===== src/rtl/bus_arbiter_rr_if.sv =====
// Local-bus arbitration handshake bundle: active-low request/acknowledge/strobe in,
// active-low grant plus owner/status flags out of the arbiter.
interface bus_arbiter_rr_if #(
    parameter int NUM_MASTERS = 2
);
    localparam int OWN_W = (NUM_MASTERS > 1) ? $clog2(NUM_MASTERS) : 1;

    logic [NUM_MASTERS-1:0] _BR;
    logic [NUM_MASTERS-1:0] _BGACK;
    logic                   _AS;
    logic [NUM_MASTERS-1:0] _BG;
    logic [OWN_W-1:0]       OWNER;
    logic                   BUSY;
    logic                   TIMEOUT;
    logic                   PROTO_ERR;

    modport slave (
        input  _BR, _BGACK, _AS,
        output _BG, OWNER, BUSY, TIMEOUT, PROTO_ERR
    );

    modport master (
        output _BR, _BGACK, _AS,
        input  _BG, OWNER, BUSY, TIMEOUT, PROTO_ERR
    );
endinterface


===== src/rtl/bus_arbiter_rr.sv =====
// N-master round-robin BR/BG/BGACK arbiter for the 68030-style local bus with
// idle gating, grant timeout and protocol-error detection.
module bus_arbiter_rr #(
    parameter int NUM_MASTERS   = 2,
    parameter int GRANT_TIMEOUT = 16
) (
    input  logic             SCLK,
    input  logic             _RST,
    bus_arbiter_rr_if.slave  bus
);
    localparam int OWN_W = (NUM_MASTERS > 1) ? $clog2(NUM_MASTERS) : 1;
    localparam int TMR_W = (GRANT_TIMEOUT > 0) ? $clog2(GRANT_TIMEOUT + 1) : 1;
    localparam logic [TMR_W-1:0] TMR_LAST = TMR_W'((GRANT_TIMEOUT > 0) ? GRANT_TIMEOUT - 1 : 0);
    localparam logic [TMR_W-1:0] TMR_SAT  = {TMR_W{1'b1}};
    localparam logic [OWN_W-1:0] IDX_TOP  = OWN_W'(NUM_MASTERS - 1);
    localparam bit TIMEOUT_ON = (GRANT_TIMEOUT != 0);

    typedef enum logic [1:0] {ST_IDLE, ST_GRANT, ST_OWNED} state_t;

    state_t                 state_r;
    logic [OWN_W-1:0]       win_r;
    logic [OWN_W-1:0]       last_r;
    logic [TMR_W-1:0]       tmr_r;
    logic [NUM_MASTERS-1:0] bg_r;
    logic [OWN_W-1:0]       owner_r;
    logic                   busy_r;
    logic                   timeout_r;
    logic                   proto_err_r;

    logic [NUM_MASTERS-1:0] req_s;
    logic [NUM_MASTERS-1:0] ack_s;
    logic [NUM_MASTERS-1:0] win_mask_s;
    logic [OWN_W-1:0]       pick_s;
    logic                   can_grant_s;
    logic                   proto_s;

    // First requester strictly after 'last', wrapping; scan visits 'last' itself last.
    function automatic logic [OWN_W-1:0] rr_pick(input logic [NUM_MASTERS-1:0] req,
                                                 input logic [OWN_W-1:0]       last);
        logic [OWN_W-1:0] cand;
        logic [OWN_W-1:0] pick;
        logic             found;
        cand  = last;
        pick  = {OWN_W{1'b0}};
        found = 1'b0;
        for (int i = 0; i < NUM_MASTERS; i++) begin
            cand = (cand == IDX_TOP) ? {OWN_W{1'b0}} : cand + OWN_W'(1);
            if (!found && req[cand]) begin
                pick  = cand;
                found = 1'b1;
            end
        end
        return pick;
    endfunction

    // Request decode, winner selection and protocol-violation detection.
    always_comb begin
        req_s       = ~bus._BR;
        ack_s       = ~bus._BGACK;
        win_mask_s  = NUM_MASTERS'(1) << win_r;
        pick_s      = rr_pick(req_s, last_r);
        can_grant_s = (|req_s) && bus._AS && !(|ack_s);
        proto_s     = 1'b0;
        case (state_r)
            ST_IDLE:  proto_s = |ack_s;
            ST_GRANT: proto_s = |(ack_s & ~win_mask_s);
            ST_OWNED: proto_s = |(ack_s & ~win_mask_s);
            default:  proto_s = 1'b0;
        endcase
    end

    // Arbitration FSM with all bus-visible outputs registered.
    always_ff @(posedge SCLK or negedge _RST) begin
        if (!_RST) begin
            state_r     <= ST_IDLE;
            win_r       <= {OWN_W{1'b0}};
            last_r      <= IDX_TOP;
            tmr_r       <= {TMR_W{1'b0}};
            bg_r        <= {NUM_MASTERS{1'b1}};
            owner_r     <= {OWN_W{1'b0}};
            busy_r      <= 1'b0;
            timeout_r   <= 1'b0;
            proto_err_r <= 1'b0;
        end else begin
            timeout_r   <= 1'b0;
            proto_err_r <= proto_s;
            case (state_r)
                ST_IDLE: begin
                    if (can_grant_s) begin
                        bg_r    <= ~(NUM_MASTERS'(1) << pick_s);
                        win_r   <= pick_s;
                        owner_r <= pick_s;
                        tmr_r   <= {TMR_W{1'b0}};
                        state_r <= ST_GRANT;
                    end
                end
                ST_GRANT: begin
                    // Acknowledge beats withdrawal, which beats timeout.
                    if (ack_s[win_r]) begin
                        bg_r    <= {NUM_MASTERS{1'b1}};
                        last_r  <= win_r;
                        busy_r  <= 1'b1;
                        state_r <= ST_OWNED;
                    end else if (!req_s[win_r]) begin
                        bg_r    <= {NUM_MASTERS{1'b1}};
                        state_r <= ST_IDLE;
                    end else if (TIMEOUT_ON && (tmr_r == TMR_LAST)) begin
                        bg_r      <= {NUM_MASTERS{1'b1}};
                        timeout_r <= 1'b1;
                        last_r    <= win_r;
                        state_r   <= ST_IDLE;
                    end else if (tmr_r != TMR_SAT) begin
                        tmr_r <= tmr_r + TMR_W'(1);
                    end
                end
                ST_OWNED: begin
                    if (!ack_s[win_r]) begin
                        busy_r  <= 1'b0;
                        state_r <= ST_IDLE;
                    end
                end
                default: begin
                    state_r <= ST_IDLE;
                    bg_r    <= {NUM_MASTERS{1'b1}};
                    busy_r  <= 1'b0;
                end
            endcase
        end
    end

    assign bus._BG       = bg_r;
    assign bus.OWNER     = owner_r;
    assign bus.BUSY      = busy_r;
    assign bus.TIMEOUT   = timeout_r;
    assign bus.PROTO_ERR = proto_err_r;
endmodule

===== src/flat_wrapper.sv =====
// flat-port wrapper written by rule: the top's interface ports become plain ports
module bus_arbiter_rr_flat 
#(
    parameter int NUM_MASTERS   = 2,
    parameter int GRANT_TIMEOUT = 16
)
  (SCLK, _RST, bus__BR, bus__BGACK, bus__AS, bus__BG, bus_OWNER, bus_BUSY, bus_TIMEOUT, bus_PROTO_ERR);
  bus_arbiter_rr_if #(.NUM_MASTERS(NUM_MASTERS)) bus_i ();
  input  logic SCLK;
  input  logic _RST;
  input wire logic [$bits(bus_i._BR)-1:0] bus__BR;
  input wire logic [$bits(bus_i._BGACK)-1:0] bus__BGACK;
  input wire logic [$bits(bus_i._AS)-1:0] bus__AS;
  output wire logic [$bits(bus_i._BG)-1:0] bus__BG;
  output wire logic [$bits(bus_i.OWNER)-1:0] bus_OWNER;
  output wire logic [$bits(bus_i.BUSY)-1:0] bus_BUSY;
  output wire logic [$bits(bus_i.TIMEOUT)-1:0] bus_TIMEOUT;
  output wire logic [$bits(bus_i.PROTO_ERR)-1:0] bus_PROTO_ERR;
  assign bus_i._BR = bus__BR;
  assign bus_i._BGACK = bus__BGACK;
  assign bus_i._AS = bus__AS;
  assign bus__BG = bus_i._BG;
  assign bus_OWNER = bus_i.OWNER;
  assign bus_BUSY = bus_i.BUSY;
  assign bus_TIMEOUT = bus_i.TIMEOUT;
  assign bus_PROTO_ERR = bus_i.PROTO_ERR;
  bus_arbiter_rr #(.NUM_MASTERS(NUM_MASTERS), .GRANT_TIMEOUT(GRANT_TIMEOUT)) u_core (.SCLK(SCLK), ._RST(_RST), .bus(bus_i));
endmodule

===== config.mk =====
export PLATFORM = sky130hd
export DESIGN_NAME = bus_arbiter_rr_flat
export DESIGN_NICKNAME = d
export VERILOG_FILES = /design/src/rtl/bus_arbiter_rr_if.sv /design/src/rtl/bus_arbiter_rr.sv /design/src/flat_wrapper.sv
export SDC_FILE = /design/constraint.sdc
export NUM_CORES = 1
export LEC_CHECK = 0
export ABC_AREA = 0
export BUFFER_PORTS_ARGS = -buffer_cell sky130_fd_sc_hd__clkbuf_2
export CAP_MARGIN = 20
export CORE_ASPECT_RATIO = 0.8
export CORE_UTILIZATION = 30
export DETAILED_ROUTE_END_ITERATION = 7
export PLACE_DENSITY = 0.57
export SETUP_SLACK_MARGIN = 0.1
export SLEW_MARGIN = 20
export SYNTH_ARGS = -nofsm -noshare
export SYNTH_HDL_FRONTEND = slang
export SYNTH_SLANG_ARGS = --single-unit

===== constraint.sdc =====
create_clock -name SCLK -period 1.76 [get_ports SCLK]
set_input_delay 0.352 -clock SCLK [delete_from_list [all_inputs] [get_ports SCLK]]
set_output_delay 0.352 -clock SCLK [all_outputs]
set_load 0.1 [all_outputs]

==> out/results.md, run 1 <==
### Status
• completed — outcome

### Logic synthesis
• 9.50 µm² — average size of a mapped cell
• 0.355 — sequential fraction of the synthesis area
• sky130_fd_sc_hd__dfrtp_1 28%, sky130_fd_sc_hd__ha_1 8.8%, sky130_fd_sc_hd__dfstp_2 7.9% — top post-synthesis cells by area
• 14 — number of synthesized register bits
• 105 — post-synthesis instance total
• 0 — yosys warns
• 40 — number of distinct standard cells referenced by the synthesized netlist
• sky130_fd_sc_hd__dfrtp_1 — cell type with the largest total area after synthesis
• 0.276 — share of the synthesized area in the top cell type
• 997 µm² — area of the mapped netlist
• 119 — net count after synthesis

### Drt
• 924 — number of vias after detailed routing
• 59 — DRC violation total after the first TritonRoute iteration
• 4 — TritonRoute pass-1 iters
• 15.4 µm — detail-routed net length per standard cell
• 5.31 — vias per cell
• 2.68 mm — overall routed net length
• 0 — DRC
• 0 — number of nets with antenna violations after routing

### Critical path
• flop — kind of end point of the critical path
• 0 — sum of buffers and inverters on the critical path
• 0.40 ns — maximum single-stage delay on the critical path
• simple AND/OR/NAND/NOR gates — CP delay by family, top
• sky130_fd_sc_hd__or4_1 — Slowest cell on crit path
• 1.90 ns — worst path required time
• flop — CP Launch Type
• 7 — number of cells on the critical path
• ha_2 > and3_4 > ha_4 > nor2_4 > o21ai_2 > or4_1 > o211a_1 — crit path cell chain
• reg2reg — critical path start-end classification
• 1.85 ns — endpoint arrival time on the critical path
• 3 — largest fanout on the critical path
• 7 — depth of the worst register-to-register path

### GRT
• 0 — antenna violations before repair
• 897 — via count of the first global-routing pass
• 15 — largest net degree at the start of global routing
• 0.169 — overall track demand over capacity in global routing
• 0 — grt ovf
• 4.31 mm — wire length of the first global-routing pass

### Clocking
• sky130_fd_sc_hd__clkbuf_8 — root buf cell
• 1 — count of H-tree levels built during CTS
• 0.25 ns — latest clock arrival within the worst-skew pair
• 2 — buffer levels on the longest clock path
• 0 — cts-stage hold buffer count
• 14 — clk sink count
• 0.07 ns — clock-pin slew reported for the worst setup and hold paths after clock tree synthesis
• built — clock tree from TritonCTS
• 3 — number of clock buffers inserted by TritonCTS

### Die
• 66.5 µm — width of the chip
• 13 — I/O Pins
• 0.319 — Initial Utilization
• 18 — Site Rows
• 53.6 µm — die span in y
• 3130 µm² — Core Footprint
• 3560 µm² — die area

### Pwr
• 1730 nW/µm² — power per standard cell area
• 0.237 — sequential share of power
• 0.501 — Net Sw Frac
• 0.631 nW — leakage power summed over all cells
• 0.00119 W — switching pwr
• 0.00119 W — internal cell power
• 0.626 — combinational fraction of design power
• 0.137 — Clock Power Share
• 0.600 mV — Max IR drop VDD

### Timing
• 0 — max-slew violation count
• 0 ns — final total negative setup slack
• 0 — Final setup viols
• yes — RSZ-0062 raised after global routing
• 0.971 — final cycle utilization of the critical path
• 0.0506 ns — Final Worst Setup Slack
• 0.585 GHz — f_max
• 0.543 ns — Worst Tran Pin Value
• 0.00815 ns — worst clock skew
• 0 — Fin. Hold Viols
• 1.71 ns — shortest clock period the worst path allows after layout
• 0.640 — Slew HR

### Flow run
• 0 — Max Cap Viol

### Finish
• 298 — fillcell total
• 0 — antenna diode count
• 704 µm² — multi-input combinational cell area
• 0.418 — ratio of cells with drive above 1 in the final layout
• 1380 µm² — final std cell area, no fill
• 358 µm² — total area of sequential cells
• 149 — Total Nets Final
• 38.5% — growth of design area from synthesis to finish

### Place
• -0.0807 ns — worst setup slack before clock tree synthesis
• 0.854 — weighted congestion at the end of routability-driven global placement
• 2.01 mm — post-detail-place hpwl
• 1240 µm² — placed cell areas
• 12 — count of buffers from port buffering

### Hold path
• in2async — Hold WC Path Type

-- layer usage --
| layer | up-vias | GRT usage | share of wire |
|---|---|---|---|
| li1 | 443 | - | - |
| met1 | 452 | 0.209 | 0.46 |
| met2 | 27 | 0.282 | 0.48 |
| met3 | 2 | 0.0593 | 0.058 |
| met4 | 0 | 0.0461 | 0.0041 |
| met5 | - | 0 | 0 |
-- worst register-to-register path, delay by kind of cell (launching register included) --
kind / cells / cell delay, ns
simple gates: 3 / 0.69
flops: 1 / 0.38
fa+ha+maj: 2 / 0.35
compound gates: 2 / 0.19
-- per-stage QoR --
step | instances | hold slack (ns) | power (W) | util
after floorplan | 105 | 0.0564 | 0.00156 | -
after global placement | 169 | 0.286 | 0.00192 | 0.397
final | 174 | 0.00311 | 0.00239 | 0.441
after CTS | 173 | 0.0229 | 0.00235 | 0.430
after global routing | 174 | 0.0260 | 0.00253 | 0.441
after detailed placement | 169 | 0.298 | 0.00195 | 0.397
-- path summary, 6_finish.rpt --
path,from,end,slack (ns)
worst max register to register,u_core.tmr_r[1],u_core.tmr_r[3],0.05
worst min register to register,u_core.bus.BUSY,u_core.bus.BUSY,0.49
min in group SCLK,u_core.bus.BUSY,u_core.bus.BUSY,0.49
max in group asynchronous,_RST,u_core.bus._BG[1],1.44
worst min-delay path,_RST,u_core.bus.TIMEOUT,0.003
worst max-delay path,u_core.tmr_r[1],u_core.tmr_r[3],0.05
-- layout make-up --
type | count | area share
Clock buffer | 4 | 0.0399
Inverter | 7 | 0.0190
Multi-Input combinational cell | 81 | 0.510
Sequential cell | 14 | 0.259
Tap cell | 40 | 0.0362
Timing Repair Buffer | 28 | 0.136
-- kinds of logic (layout without fill, tap and decap cells) --
logic type	after synthesis	in the layout	synth area share
and+or+nand+nor	37	37	0.207
buffers and inverters	10	39	0.0452
adders and majority gates	7	7	0.0878
muxes	7	7	0.0816
AOI/OAI and AO/OA	30	30	0.223
DFF	14	14	0.355
-- cell usage in the layout (no fill, tap or decap), types with 3 or more instances in the layout --
master | netlist | routed
sky130_fd_sc_hd__a21oi_1 | 6 | 4
sky130_fd_sc_hd__buf_4 | 0 | 14
sky130_fd_sc_hd__clkbuf_2 | 0 | 12
sky130_fd_sc_hd__clkbuf_8 | 0 | 4
sky130_fd_sc_hd__dfrtp_1 | 11 | 10
sky130_fd_sc_hd__dfstp_2 | 3 | 3
sky130_fd_sc_hd__ha_1 | 7 | 4
sky130_fd_sc_hd__inv_1 | 7 | 7
sky130_fd_sc_hd__mux2i_1 | 4 | 4
sky130_fd_sc_hd__nand2_1 | 9 | 9
sky130_fd_sc_hd__nor2_1 | 7 | 6
sky130_fd_sc_hd__nor3_1 | 3 | 3
sky130_fd_sc_hd__o211ai_1 | 5 | 5
sky130_fd_sc_hd__o21ai_0 | 3 | 3
-- power groups by stage --
stage	clock network, W	registers, W	logic (W)
4_1_cts	0.000338	0.000566	0.00145
2_1_floorplan	0	0.000954	0.000607
6_report	0.000327	0.000565	0.00149
5_1_grt	0.000356	0.000579	0.00159
3_5_place_dp	0	0.000571	0.00138
3_3_place_gp	0	0.000559	0.00136
-- repair_timing --
item                       4_1_cts  5_1_grt
resized for setup                8        6
setup endpoints to repair        9        9
setup buffers                    0        1
pin swaps                        9        2
-- cells in the mapped netlist --
cell / instances
sky130_fd_sc_hd__nor2_1: 7
sky130_fd_sc_hd__nand2_1: 9
sky130_fd_sc_hd__nand3b_1: 2
sky130_fd_sc_hd__and3_1: 3
sky130_fd_sc_hd__o211a_1: 2
sky130_fd_sc_hd__nor3b_2: 1
sky130_fd_sc_hd__a2bb2oi_1: 1
sky130_fd_sc_hd__and3b_1: 1
sky130_fd_sc_hd__dfstp_2: 3
sky130_fd_sc_hd__mux2_4: 2
sky130_fd_sc_hd__nand3_1: 3
sky130_fd_sc_hd__a21o_1: 1
sky130_fd_sc_hd__ha_1: 7
sky130_fd_sc_hd__a21oi_1: 6
sky130_fd_sc_hd__nand4_1: 1
sky130_fd_sc_hd__a21boi_2: 1
sky130_fd_sc_hd__nor3_2: 1
sky130_fd_sc_hd__inv_1: 7
sky130_fd_sc_hd__a32o_1: 1
sky130_fd_sc_hd__and2_1: 1
sky130_fd_sc_hd__nand2b_1: 2
sky130_fd_sc_hd__mux2_1: 1
sky130_fd_sc_hd__nor3b_1: 1
sky130_fd_sc_hd__dfrtp_1: 11
sky130_fd_sc_hd__o21bai_1: 1
sky130_fd_sc_hd__a21oi_2: 1
sky130_fd_sc_hd__a222oi_1: 1
sky130_fd_sc_hd__o21ai_0: 3
sky130_fd_sc_hd__o21ai_1: 3
sky130_fd_sc_hd__a22oi_1: 1
sky130_fd_sc_hd__a41o_1: 1
sky130_fd_sc_hd__nor3_1: 3
sky130_fd_sc_hd__a21boi_1: 1
sky130_fd_sc_hd__clkbuf_1: 2
sky130_fd_sc_hd__o211ai_1: 5
sky130_fd_sc_hd__o311ai_2: 1
sky130_fd_sc_hd__or4_1: 1
sky130_fd_sc_hd__buf_6: 1
sky130_fd_sc_hd__mux2i_1: 4
sky130_fd_sc_hd__or3b_4: 1
-- registers in the layout, summed over array words and instances, names as in the netlist --
name / flops
u_core.bus._BG: 2
u_core.tmr_r: 5
u_core.win_r: 1
u_core.bus.BUSY: 1
u_core.bus.TIMEOUT: 1
u_core.last_r: 1
u_core.state_r: 2
u_core.bus.PROTO_ERR: 1
Power figures use the tool's default switching activity.
==> run 2: changes to the inputs <==
--- a/config.mk
+++ b/config.mk
@@ -11,7 +11,8 @@
 export CORE_ASPECT_RATIO = 0.8
 export CORE_UTILIZATION = 30
 export DETAILED_ROUTE_END_ITERATION = 7
-export PLACE_DENSITY = 0.57
+export MAX_ROUTING_LAYER = met4
+export PLACE_DENSITY = 0.55
 export SETUP_SLACK_MARGIN = 0.1
 export SLEW_MARGIN = 20
 export SYNTH_ARGS = -nofsm -noshare
==> constraint.sdc (replaced) <==
create_clock -name SCLK -period 2.06 [get_ports SCLK]
set_input_delay 0.412 -clock SCLK [delete_from_list [all_inputs] [get_ports SCLK]]
set_output_delay 0.412 -clock SCLK [all_outputs]
set_load 0.1 [all_outputs]
==> run 2 against run 1 <==
Register-to-register slack improved by 0.11 ns. Critical endpoint unchanged. Cell count decreased by 4.6%. Design area decreased by 11%. Via count decreased by 3.4%. Flip-flop and latch count unchanged. Global-route usage decreased by 0.94 points. Die area unchanged.
==> out/results.md, run 2 (same netlist as run 1, synthesis figures left out) <==
### Status
• completed — outcome

### Timing
• 0.538 ns — Worst Tran Pin Value, -0.00425 ns
• 1.90 ns — shortest clock period the worst path allows after layout, +0.186 ns
• 0 — max-slew violation count, unchanged
• 0 ns — final total negative setup slack, unchanged
• 0 — Fin. Hold Viols, unchanged
• 0.00207 ns — worst clock skew, -0.00608 ns
• 0 — Final setup viols, unchanged
• no — RSZ-0062 raised after global routing
• 0.165 ns — Final Worst Setup Slack, +0.114 ns
• 0.643 — Slew HR, +0.00282
• 0.528 GHz — f_max, -9.8%
• 0.920 — final cycle utilization of the critical path, -0.0511

### GRT
• 0 — grt ovf, unchanged
• 4.04 mm — wire length of the first global-routing pass, -6.4%
• 0.160 — overall track demand over capacity in global routing, -0.00938
• met2 — GRT busiest layer
• 0.250 — routing usage on met2, -0.0323
• 0.212 — met1 Resource Use GR, +0.00312
• 0.0508 — GR met3 Demand/Resource, -0.00847
• 844 — via count of the first global-routing pass, -5.9%
• 0 — antenna violations before repair, unchanged
• 15 — largest net degree at the start of global routing, unchanged

### Drt
• 0 — number of nets with antenna violations after routing, unchanged
• 21 — DRC violation total after the first TritonRoute iteration, -64%
• 5.38 — vias per cell, +1.3%
• 4 — TritonRoute pass-1 iters, unchanged
• 893 — number of vias after detailed routing, -3.4%
• 0 — DRC, unchanged
• 2.50 mm — overall routed net length, -6.8%
• 15.0 µm — detail-routed net length per standard cell, -2.3%

### Critical path
• 7 — depth of the worst register-to-register path, unchanged
• 2.19 ns — worst path required time, +0.29 ns
• u_core.tmr_r[0] — critical register-to-register path startpoint
• flop — CP Launch Type
• reg2reg — critical path start-end classification
• u_core.tmr_r[3] — worst reg2reg endpoint
• 2.03 ns — endpoint arrival time on the critical path, +0.18 ns
• 0.16 ns — register-to-register setup slack, +0.11 ns
• 3 — largest fanout on the critical path, unchanged
• flop — kind of end point of the critical path

### Clocking
• 0.06 ns — clock-pin slew reported for the worst setup and hold paths after clock tree synthesis, about the same
• 0.24 ns — latest clock arrival within the worst-skew pair, about the same
• 2 — buffer levels on the longest clock path, unchanged
• built — clock tree from TritonCTS
• 3 — number of clock buffers inserted by TritonCTS, unchanged
• 14 — clk sink count, unchanged
• 1 — count of H-tree levels built during CTS, unchanged
• sky130_fd_sc_hd__clkbuf_8 — root buf cell

### Pwr
• 0.568 nW — leakage power summed over all cells, -10%
• 1510 nW/µm² — power per standard cell area, -13%
• 0.561 mV — Max IR drop VDD, -6.4%

### Finish
• 23.6% — growth of design area from synthesis to finish
• 141 — Total Nets Final, -5.4%
• 12 x sky130_fd_sc_hd__clkbuf_2, 10 x sky130_fd_sc_hd__dfrtp_1, 9 x sky130_fd_sc_hd__nand2_1 — commonest cells after routing, fill and taps aside
• sky130_fd_sc_hd__clkbuf_2 — leading cell type in the layout, fill and taps excluded
• u_core.tmr_r — Largest Register
• 0.317 — ratio of cells with drive above 1 in the final layout, -0.100
• 1230 µm² — final std cell area, no fill, -11%
• 5 — number of flip-flops under the largest register name, unchanged
• 0 — antenna diode count, unchanged

### Die
• 3130 µm² — Core Footprint, unchanged
• 13 — I/O Pins, unchanged
• 53.6 µm — die span in y, unchanged
• 18 — Site Rows, unchanged
• 0.319 — Initial Utilization, unchanged
• 66.5 µm — width of the chip, unchanged
• 3560 µm² — die area, unchanged

### Place
• 12 — count of buffers from port buffering, unchanged
• 1130 µm² — placed cell areas, -9.3%
• 1.86 mm — post-detail-place hpwl, -7.3%
• 0.0278 ns — worst setup slack before clock tree synthesis, +0.109 ns
• 0.865 — weighted congestion at the end of routability-driven global placement, +1.2%

### Flow run
• 0 — Max Cap Viol, unchanged

### Hold path
• in2async — Hold WC Path Type

==> run 2: worst max-delay path by stage <==
stage	startpoint	endpoint	slack, ns	cells past startpoint
floorplan	u_core.tmr_r[0]	u_core.tmr_r[3]	0.11	7
global placement	u_core.tmr_r[0]	u_core.tmr_r[3]	0.08	7
detailed placement	u_core.tmr_r[0]	u_core.tmr_r[3]	0.03	7
CTS	u_core.tmr_r[0]	u_core.tmr_r[3]	0.11	7
global route	u_core.tmr_r[0]	u_core.tmr_r[3]	0.09	7
finish	u_core.tmr_r[0]	u_core.tmr_r[3]	0.16	7
==> run 2: repair_timing <==
item,in CTS,in global routing
buffers inserted,2,1
pin swaps,0,1
hold buffers,0,0
resized for setup,2,4
endpoints found under the setup margin,2,3
==> run 2: final cells by class <==
class | instances | area [µm²]
fillers | 311 | 1900
clock buffers | 4 | 55.1
well taps | 40 | 50.0
flip-flops and latches | 14 | 355
multi-input cells | 81 | 626
inverters | 7 | 26.3
repair buffers | 20 | 120
==> run 2: layer usage <==
metal	share of wire	vias up
met5	0	-
met1	0.50	434
met4	0.0088	0
met2	0.45	23
li1	-	434
met3	0.046	2
==> run 2: power by group <==
group	switching [W]	internal, W	leakage [nW]
sequential	0.0000964	0.000391	0.177
combinational	0.000752	0.000348	0.362
clock	0.000102	0.000169	0.0288
==> run 2: critical path, stage by stage (launching register included) <==
cell,delay (ns)
sky130_fd_sc_hd__dfrtp_1,0.39
sky130_fd_sc_hd__ha_2,0.20
sky130_fd_sc_hd__and3_4,0.20
sky130_fd_sc_hd__ha_1,0.22
sky130_fd_sc_hd__nor2_4,0.09
sky130_fd_sc_hd__o21ai_1,0.08
sky130_fd_sc_hd__or4_1,0.47
sky130_fd_sc_hd__o211a_1,0.14
==> run 2: metrics by stage <==
stage	util	hold slack, ns	power (W)	std cells
global route	0.394	0.0936	0.00197	166
detailed placement	0.360	0.351	0.00155	159
global placement	0.360	0.343	0.00153	159
finish	0.394	0.0757	0.00186	166
floorplan	-	0.116	0.00132	105
CTS	0.384	0.0801	0.00185	165
